## config.mk

```make
export PLATFORM = sky130hd
export DESIGN_NAME = sum_window_acc
export DESIGN_NICKNAME = d
export VERILOG_FILES = /design/src/rtl/sum_window_acc.sv
export SDC_FILE = /design/constraint.sdc
export NUM_CORES = 1
export LEC_CHECK = 0
export CORE_ASPECT_RATIO = 1.5
export CORE_MARGIN = 3
export CORE_UTILIZATION = 57
export CTS_CLUSTER_DIAMETER = 80
export DETAILED_ROUTE_END_ITERATION = 8
export PLACE_DENSITY_LB_ADDON = 0.08
export SLEW_MARGIN = 5
export SYNTH_ARGS = -nofsm -noshare
export SYNTH_HDL_FRONTEND = slang
export SYNTH_SLANG_ARGS = --single-unit
```

## constraint.sdc

```tcl
create_clock -name clk -period 6.9 [get_ports clk]
set_clock_uncertainty 0.15 [all_clocks]
set_input_delay 0.69 -clock clk [delete_from_list [all_inputs] [get_ports clk]]
set_output_delay 0.69 -clock clk [all_outputs]
set_load 0.01 [all_outputs]
```

## src/rtl/sum_window_acc.sv

```systemverilog
// Windowed accumulator for the adder sum stream: collects WINDOW samples,
// then presents a saturated total, truncating average and saturation flag.
module sum_window_acc #(
    parameter int DATA_W = 8,
    parameter int WINDOW = 4,
    parameter int ACC_W  = 16
) (
    input  logic              clk,
    input  logic              rst_n,
    input  logic              in_valid,
    output logic              in_ready,
    input  logic [DATA_W-1:0] in_data,
    input  logic              flush,
    output logic              out_valid,
    input  logic              out_ready,
    output logic [ACC_W-1:0]  out_sum,
    output logic [DATA_W-1:0] out_avg,
    output logic              out_sat,
    output logic [7:0]        sample_cnt
);

    localparam int SHIFT = $clog2(WINDOW);
    localparam logic [7:0] CNT_LAST = 8'(WINDOW - 1);
    // Largest average representable in DATA_W bits, held at the widened width.
    localparam logic [ACC_W:0] AVG_MAX =
        ({{ACC_W{1'b0}}, 1'b1} << DATA_W) - {{ACC_W{1'b0}}, 1'b1};

    typedef enum logic {
        ST_ACC = 1'b0,
        ST_OUT = 1'b1
    } state_t;

    state_t             state_q, state_d;
    logic [ACC_W-1:0]   acc_q, acc_d;
    logic [7:0]         cnt_q, cnt_d;
    logic               sat_q, sat_d;
    logic               out_valid_q, out_valid_d;
    logic [ACC_W-1:0]   out_sum_q, out_sum_d;
    logic [DATA_W-1:0]  out_avg_q, out_avg_d;
    logic               out_sat_q, out_sat_d;

    logic [ACC_W:0]     sum_full_s;
    logic               ovf_s;
    logic [ACC_W-1:0]   acc_next_s;
    logic [ACC_W:0]     avg_wide_s;
    logic [DATA_W-1:0]  avg_s;
    logic               accept_s;
    logic               last_s;

    // Saturating add of the incoming sample and average of the resulting total.
    always_comb begin
        sum_full_s = {1'b0, acc_q} + {{(ACC_W + 1 - DATA_W){1'b0}}, in_data};
        ovf_s      = sum_full_s[ACC_W];
        if (ovf_s) begin
            acc_next_s = {ACC_W{1'b1}};
        end else begin
            acc_next_s = sum_full_s[ACC_W-1:0];
        end
        avg_wide_s = {1'b0, acc_next_s} >> SHIFT;
        if (avg_wide_s > AVG_MAX) begin
            avg_s = {DATA_W{1'b1}};
        end else begin
            avg_s = avg_wide_s[DATA_W-1:0];
        end
        accept_s = in_valid && (state_q == ST_ACC);
        last_s   = (cnt_q == CNT_LAST);
    end

    // Next-state logic: flush beats a coincident sample; OUT ignores flush.
    always_comb begin
        state_d     = state_q;
        acc_d       = acc_q;
        cnt_d       = cnt_q;
        sat_d       = sat_q;
        out_valid_d = out_valid_q;
        out_sum_d   = out_sum_q;
        out_avg_d   = out_avg_q;
        out_sat_d   = out_sat_q;
        case (state_q)
            ST_ACC: begin
                if (flush) begin
                    acc_d = {ACC_W{1'b0}};
                    cnt_d = 8'd0;
                    sat_d = 1'b0;
                end else if (accept_s && last_s) begin
                    out_sum_d   = acc_next_s;
                    out_avg_d   = avg_s;
                    out_sat_d   = sat_q | ovf_s;
                    out_valid_d = 1'b1;
                    acc_d       = {ACC_W{1'b0}};
                    cnt_d       = 8'd0;
                    sat_d       = 1'b0;
                    state_d     = ST_OUT;
                end else if (accept_s) begin
                    acc_d = acc_next_s;
                    cnt_d = cnt_q + 8'd1;
                    sat_d = sat_q | ovf_s;
                end else begin
                    state_d = ST_ACC;
                end
            end
            ST_OUT: begin
                if (out_ready) begin
                    out_valid_d = 1'b0;
                    state_d     = ST_ACC;
                end else begin
                    out_valid_d = 1'b1;
                end
            end
            default: begin
                state_d     = ST_ACC;
                out_valid_d = 1'b0;
            end
        endcase
    end

    // State and result registers.
    always_ff @(posedge clk or negedge rst_n) begin
        if (!rst_n) begin
            state_q     <= ST_ACC;
            acc_q       <= {ACC_W{1'b0}};
            cnt_q       <= 8'd0;
            sat_q       <= 1'b0;
            out_valid_q <= 1'b0;
            out_sum_q   <= {ACC_W{1'b0}};
            out_avg_q   <= {DATA_W{1'b0}};
            out_sat_q   <= 1'b0;
        end else begin
            state_q     <= state_d;
            acc_q       <= acc_d;
            cnt_q       <= cnt_d;
            sat_q       <= sat_d;
            out_valid_q <= out_valid_d;
            out_sum_q   <= out_sum_d;
            out_avg_q   <= out_avg_d;
            out_sat_q   <= out_sat_d;
        end
    end

    assign in_ready   = (state_q == ST_ACC);
    assign out_valid  = out_valid_q;
    assign out_sum    = out_sum_q;
    assign out_avg    = out_avg_q;
    assign out_sat    = out_sat_q;
    assign sample_cnt = cnt_q;

endmodule
```

Word level (Yosys, flattened, before mapping)
Cells that the tools add are included.

Add/subtract/negate cells: 2. Muxes and demuxes: 18. Equal/unequal tests: 3. Reduce and logical (&&, ||, !) cells: 6. Bitwise gates (word level): 3. Magnitude comparators: 1.

Operator list (number): $mux W16 (4); $mux W8 (4); $add A16 B8 Y17 (1); $gt A14 B8 Y1 const B (1); $add A8 B1 Y8 const B (1); $eq A8 B2 Y1 const B (1); $mux W1 (8); $pmux W1 S2 (2); $reduce_and A2 Y1 (2); $reduce_and A3 Y1 (1); $reduce_bool A3 Y1 (1); $logic_and A1 B1 Y1 (2); $ne A2 B1 Y1 const B (1); $ne A2 B2 Y1 const B (1); $not A1 Y1 (2); $or A1 B1 Y1 (1).

Output and inout bits: 35. Logic and storage cells: 41. Register bits after elaboration: 52. Input bits: 13.

Logic depth before layout (Yosys ltp)
Depth in word-level cells: 6. Depth in mapped cells: 9. Mapped depth without buffers: 9.

Least setup slack after synthesis
Ideal clock, no wire load.

Path type: input to register. From: in in_data[0]. To: reg out_avg_q[0], in the netlist out_avg[0]. Slack: 3.769 ns. Data arrival time: 2.845 ns. Cell stages on the path: 9. Buffers on the path: 0. Setup time: 0.135 ns. Required time: 6.615 ns. Cell sequence: ha_1 fa_1 a211oi_1 o211ai_2 nand2_1 mux2i_1 o21ai_0 nor4_4 a21oi_1.

Cells in the longest elaborated chain, start to end: 4.

Ends and longest elaborated chain: start, declared (line 12) `input logic [DATA_W-1:0] in_data,`; $add A16 B8 Y17 * (line 52) `sum_full_s = {1'b0, acc_q} + {{(ACC_W + 1 - DATA_W){1'b0}}, in_data};`; $mux W16 * (line 54) `if (ovf_s) begin`; $gt A14 B8 Y1 (line 60) `if (avg_wide_s > AVG_MAX) begin`; $mux W8 * (line 60); end signal, assigned (line 126) `out_avg_q <= {DATA_W{1'b0}};`; end signal, assigned (line 135) `out_avg_q <= out_avg_d;`; end, declared (line 39) `logic [DATA_W-1:0] out_avg_q, out_avg_d;`.

Every way passes the cells marked *; elsewhere a longest branch is shown, timed or not. A chain may end at the register's enable or synchronous reset.

Worst setup path in the final report
From: in in_data[0]. To: reg out_avg_q[6], in the netlist out_avg[6].

Same word-level chain as after synthesis.

==> run summary <==
The flow ran to the end, and the final reports show no timing, DRC or antenna violations. At the worst endpoint, the required time is 6.93 ns. For this run, the register share of the synthesized area comes to 46.0%.

Post-layout minimum cycle time: 3.59 ns. Summing internal, switching and leakage power gives 0.838 mW. Count of antenna diodes in the layout: 0. The most common cell in the synthesized netlist is sky130_fd_sc_hd__dfrtp_1. Summed over all instances, the cell type with the most area after synthesis is sky130_fd_sc_hd__dfrtp_1. For the number of antenna violations at the first check in global routing, the log shows 0. The setup TNS is 0 ns, and the layout net count is 375. Classification of the worst setup path: in -> reg. The via count of the first global-routing pass is 2294. In the post-synthesis netlist, the biggest area contributors are sky130_fd_sc_hd__dfrtp_1, sky130_fd_sc_hd__nand2_1, sky130_fd_sc_hd__o21ai_0, sky130_fd_sc_hd__nor2_1, sky130_fd_sc_hd__a21oi_1. The clock-pin transition on the worst setup and hold timing paths works out to 0.10 ns. Data arrives at the worst endpoint at 3.62 ns.

In this run, the number of DRC markers left after iteration 0 of detailed routing was 149. Largest fanout of any net on the critical path: 7. The tightest hold path in the finished design has a slack of 0.331 ns.

After global routing the overflow that remains totals 0. The number of failing hold endpoints at the final stage is 0. The synthesized design contains 0 enable-type register cells. After filler insertion, the fill cell instance count of the layout stands at 378.

Global-route wire length before repair: 10500 um. Yosys printed 0 warnings. For this run, the top clock speed supported by timing is 0.279 GHz. For this block, the routed nets add up to 6130 um of wire. In this run, CTS created clock tree buffers numbering 5. The tools report the number of core rows as 30. The average instance in the mapped netlist occupies 9.21 um2. After clock tree synthesis, the repair step resized 0 gates. Summed over all nets, the half-perimeter wirelength after detailed placement is 4360 um. Detailed routing inserted a total of 2356 vias. Total of buffers placed on input and output ports: 47.

In the synthesized netlist, the number of instances is 307. The count of nets left with antenna violations once routing finished came out at 0. The share of the synthesized area in the top cell type is 46.0%. The total count of max-transition violations in the final report came out at 0.

In this run the static leakage power is 1.46 nW. The tools report the area of the multi-input gates as 0.00141 mm2. The synthesized area came out at 0.00283 mm2. The commonest cells after synthesis are sky130_fd_sc_hd__dfrtp_1, sky130_fd_sc_hd__nand2_1, sky130_fd_sc_hd__nor2_1, sky130_fd_sc_hd__o21ai_0, sky130_fd_sc_hd__a21oi_1. The number of library cell types mapped by synthesis was 47. The worst setup path is captured at a flip-flop. For this run, the detailed router's first-pass iteration total came to 4. CTS saw 52 sinks.

The number of standard cells in the final layout excluding fillers is 417, and the cell total after placement is 409. In this run the tightest slew margin relative to its limit is 37.2%. The number of setup buffers added after CTS is 0. The count of unresolved DRC violations after routing was 0. The overall die height works out to 92.2 um. CTS placed an instance of sky130_fd_sc_hd__clkbuf_8 at the clock tree root. The number of primary I/O pins came out at 48. The core region is 0.00465 mm2.

When the netlist entered floorplanning its net count stood at 330. The synthesized flop and latch total was 52; the full die area was 0.00586 mm2. Setup violations remaining at the end of the flow were counted as 0. For this configuration, the core starts out at a cell density of 60.7%.

Dividing the detail-routed wire length by the instance count gives 14.7 um. The tools report the max-cap violation count as 0. The run gives 73.3% as the final design utilization. For this run, the total global-route usage over all layers was measured as 22.3%. The worst setup path is launched from a primary input. For the worst-skew pair, the clock arrives at the later sink with an insertion delay of 0.31 ns. The share of post-route cells with drive strength above 1 was 9.35%; the worst voltage drop across the vdd grid was 0.000117 V. Of all flip-flops after synthesis, the portion carrying an async set or reset was 100%.

The total power density per cell area works out to 245 mW/mm2. From left edge to right edge, the die measures 63.5 um. The kind of path behind the tightest hold check was reg -> reg.

Setup repair after global routing left no endpoint under its margin. Routability-driven placement finished with a final weighted congestion of 0.862. Using the TritonRoute via totals, the vias-per-cell ratio works out to 5.65. Registers take 0.00130 mm2.

At the pin with the least slew margin, the transition time is 0.938 ns. The maximum clock path buffer count is 2, and the number of H-tree levels is 2. The signed area change from the synthesized netlist to the final layout works out to 20.8%. For this run, the leading register cell type out of synthesis is sky130_fd_sc_hd__dfrtp_1.

After layout, the worst path uses 52.0% of the clock period. TritonCTS built the clock tree. Entering global routing, the biggest net connects 53 pins. After clock tree synthesis, the flow added hold-fix buffers numbering 0.
-- layer usage --
| layer | vias to the layer above | part of all wire [%] | global-route usage, % |
|---|---|---|---|
| met5 | - | 0 | 0 |
| met2 | 54 | 54 | 43.0 |
| met3 | 8 | 4.1 | 3.55 |
| met1 | 1129 | 40 | 25.3 |
| li1 | 1165 | - | - |
| met4 | 0 | 1.2 | 4.86 |
-- registers in the layout, indices dropped and copies added (netlist names) --
name	count
acc_q	16
out_avg	8
out_sat	1
out_sum	16
out_valid	1
sample_cnt	8
sat_q	1
state_q	1
-- power by group --
part	switching (mW)	internal [mW]	total [mW]
sequential	0.0260	0.350	0.376
clock	0.102	0.110	0.211
combinational	0.126	0.125	0.251
-- cell usage in the layout, fill, tap and decap left out, types with 4 or more instances in the layout --
master	n
sky130_fd_sc_hd__nor2_1	38
sky130_fd_sc_hd__xor2_1	4
sky130_fd_sc_hd__o21ai_0	30
sky130_fd_sc_hd__dfrtp_1	52
sky130_fd_sc_hd__nand2b_1	4
sky130_fd_sc_hd__nor3_1	6
sky130_fd_sc_hd__a21oi_1	28
sky130_fd_sc_hd__clkbuf_8	5
sky130_fd_sc_hd__nand3_1	10
sky130_fd_sc_hd__o21ai_1	5
sky130_fd_sc_hd__a21o_1	5
sky130_fd_sc_hd__clkdlybuf4s50_1	46
sky130_fd_sc_hd__ha_1	9
sky130_fd_sc_hd__inv_1	5
sky130_fd_sc_hd__xnor2_1	8
sky130_fd_sc_hd__o21ai_2	10
sky130_fd_sc_hd__nand2_1	40
-- critical path, cell delays in order --
cell and delay [ns]:
sky130_fd_sc_hd__clkdlybuf4s50_1 0.41, sky130_fd_sc_hd__ha_1 0.23, sky130_fd_sc_hd__fa_1 0.42, sky130_fd_sc_hd__a211oi_1 0.43, sky130_fd_sc_hd__o211ai_2 0.18, sky130_fd_sc_hd__nand2_1 0.15
sky130_fd_sc_hd__mux2i_1 0.34, sky130_fd_sc_hd__o21ai_0 0.21, sky130_fd_sc_hd__nor4_4 0.43, sky130_fd_sc_hd__a21oi_1 0.13
-- per-stage QoR --
step                instance area (um2)  setup WS (ns)
finish                             3410           3.31
global route                       3410           3.10
CTS                                3410           3.34
detailed placement                 3300           3.02
global placement                   3300           3.10
floorplan                          2830           3.77
-- worst paths after layout --
| kind | start | to | slack, ns | cells after the start |
|---|---|---|---|---|
| setup / recovery | in_data[0] | out_avg[6] | 3.31 | 10 |
| hold / removal | out_sum[15] | out_sum[15] | 0.33 | 2 |
| setup reg to reg | acc_q[0] | out_avg[6] | 3.75 | 9 |
| hold reg to reg | out_sum[15] | out_sum[15] | 0.33 | 2 |
| max in group asynchronous | rst_n | acc_q[2] | 5.84 | 2 |
| min in group asynchronous | rst_n | acc_q[13] | 0.34 | 2 |
-- area by class of cell --
cell class                      instances  area share (%)
Multi-Input combinational cell        238            41.4
Sequential cell                        52            38.1
Timing Repair Buffer                   50            14.3
Tap cell                               64            2.35
Clock buffer                            6            2.13
Clock inverter                          2            1.14
Inverter                                5           0.550
-- logic make-up (layout without fill, tap and decap cells) --
kind of cell | after synthesis | after routing | share of synthesized area (%)
fa+ha+maj | 10 | 10 | 4.69
xor+xnor | 12 | 12 | 3.72
simple gates | 120 | 120 | 20.5
mux | 2 | 2 | 0.708
compound gates | 94 | 94 | 20.5
buf+inv | 17 | 63 | 3.94
flops | 52 | 52 | 46.0
Power figures use the tool's default switching activity.
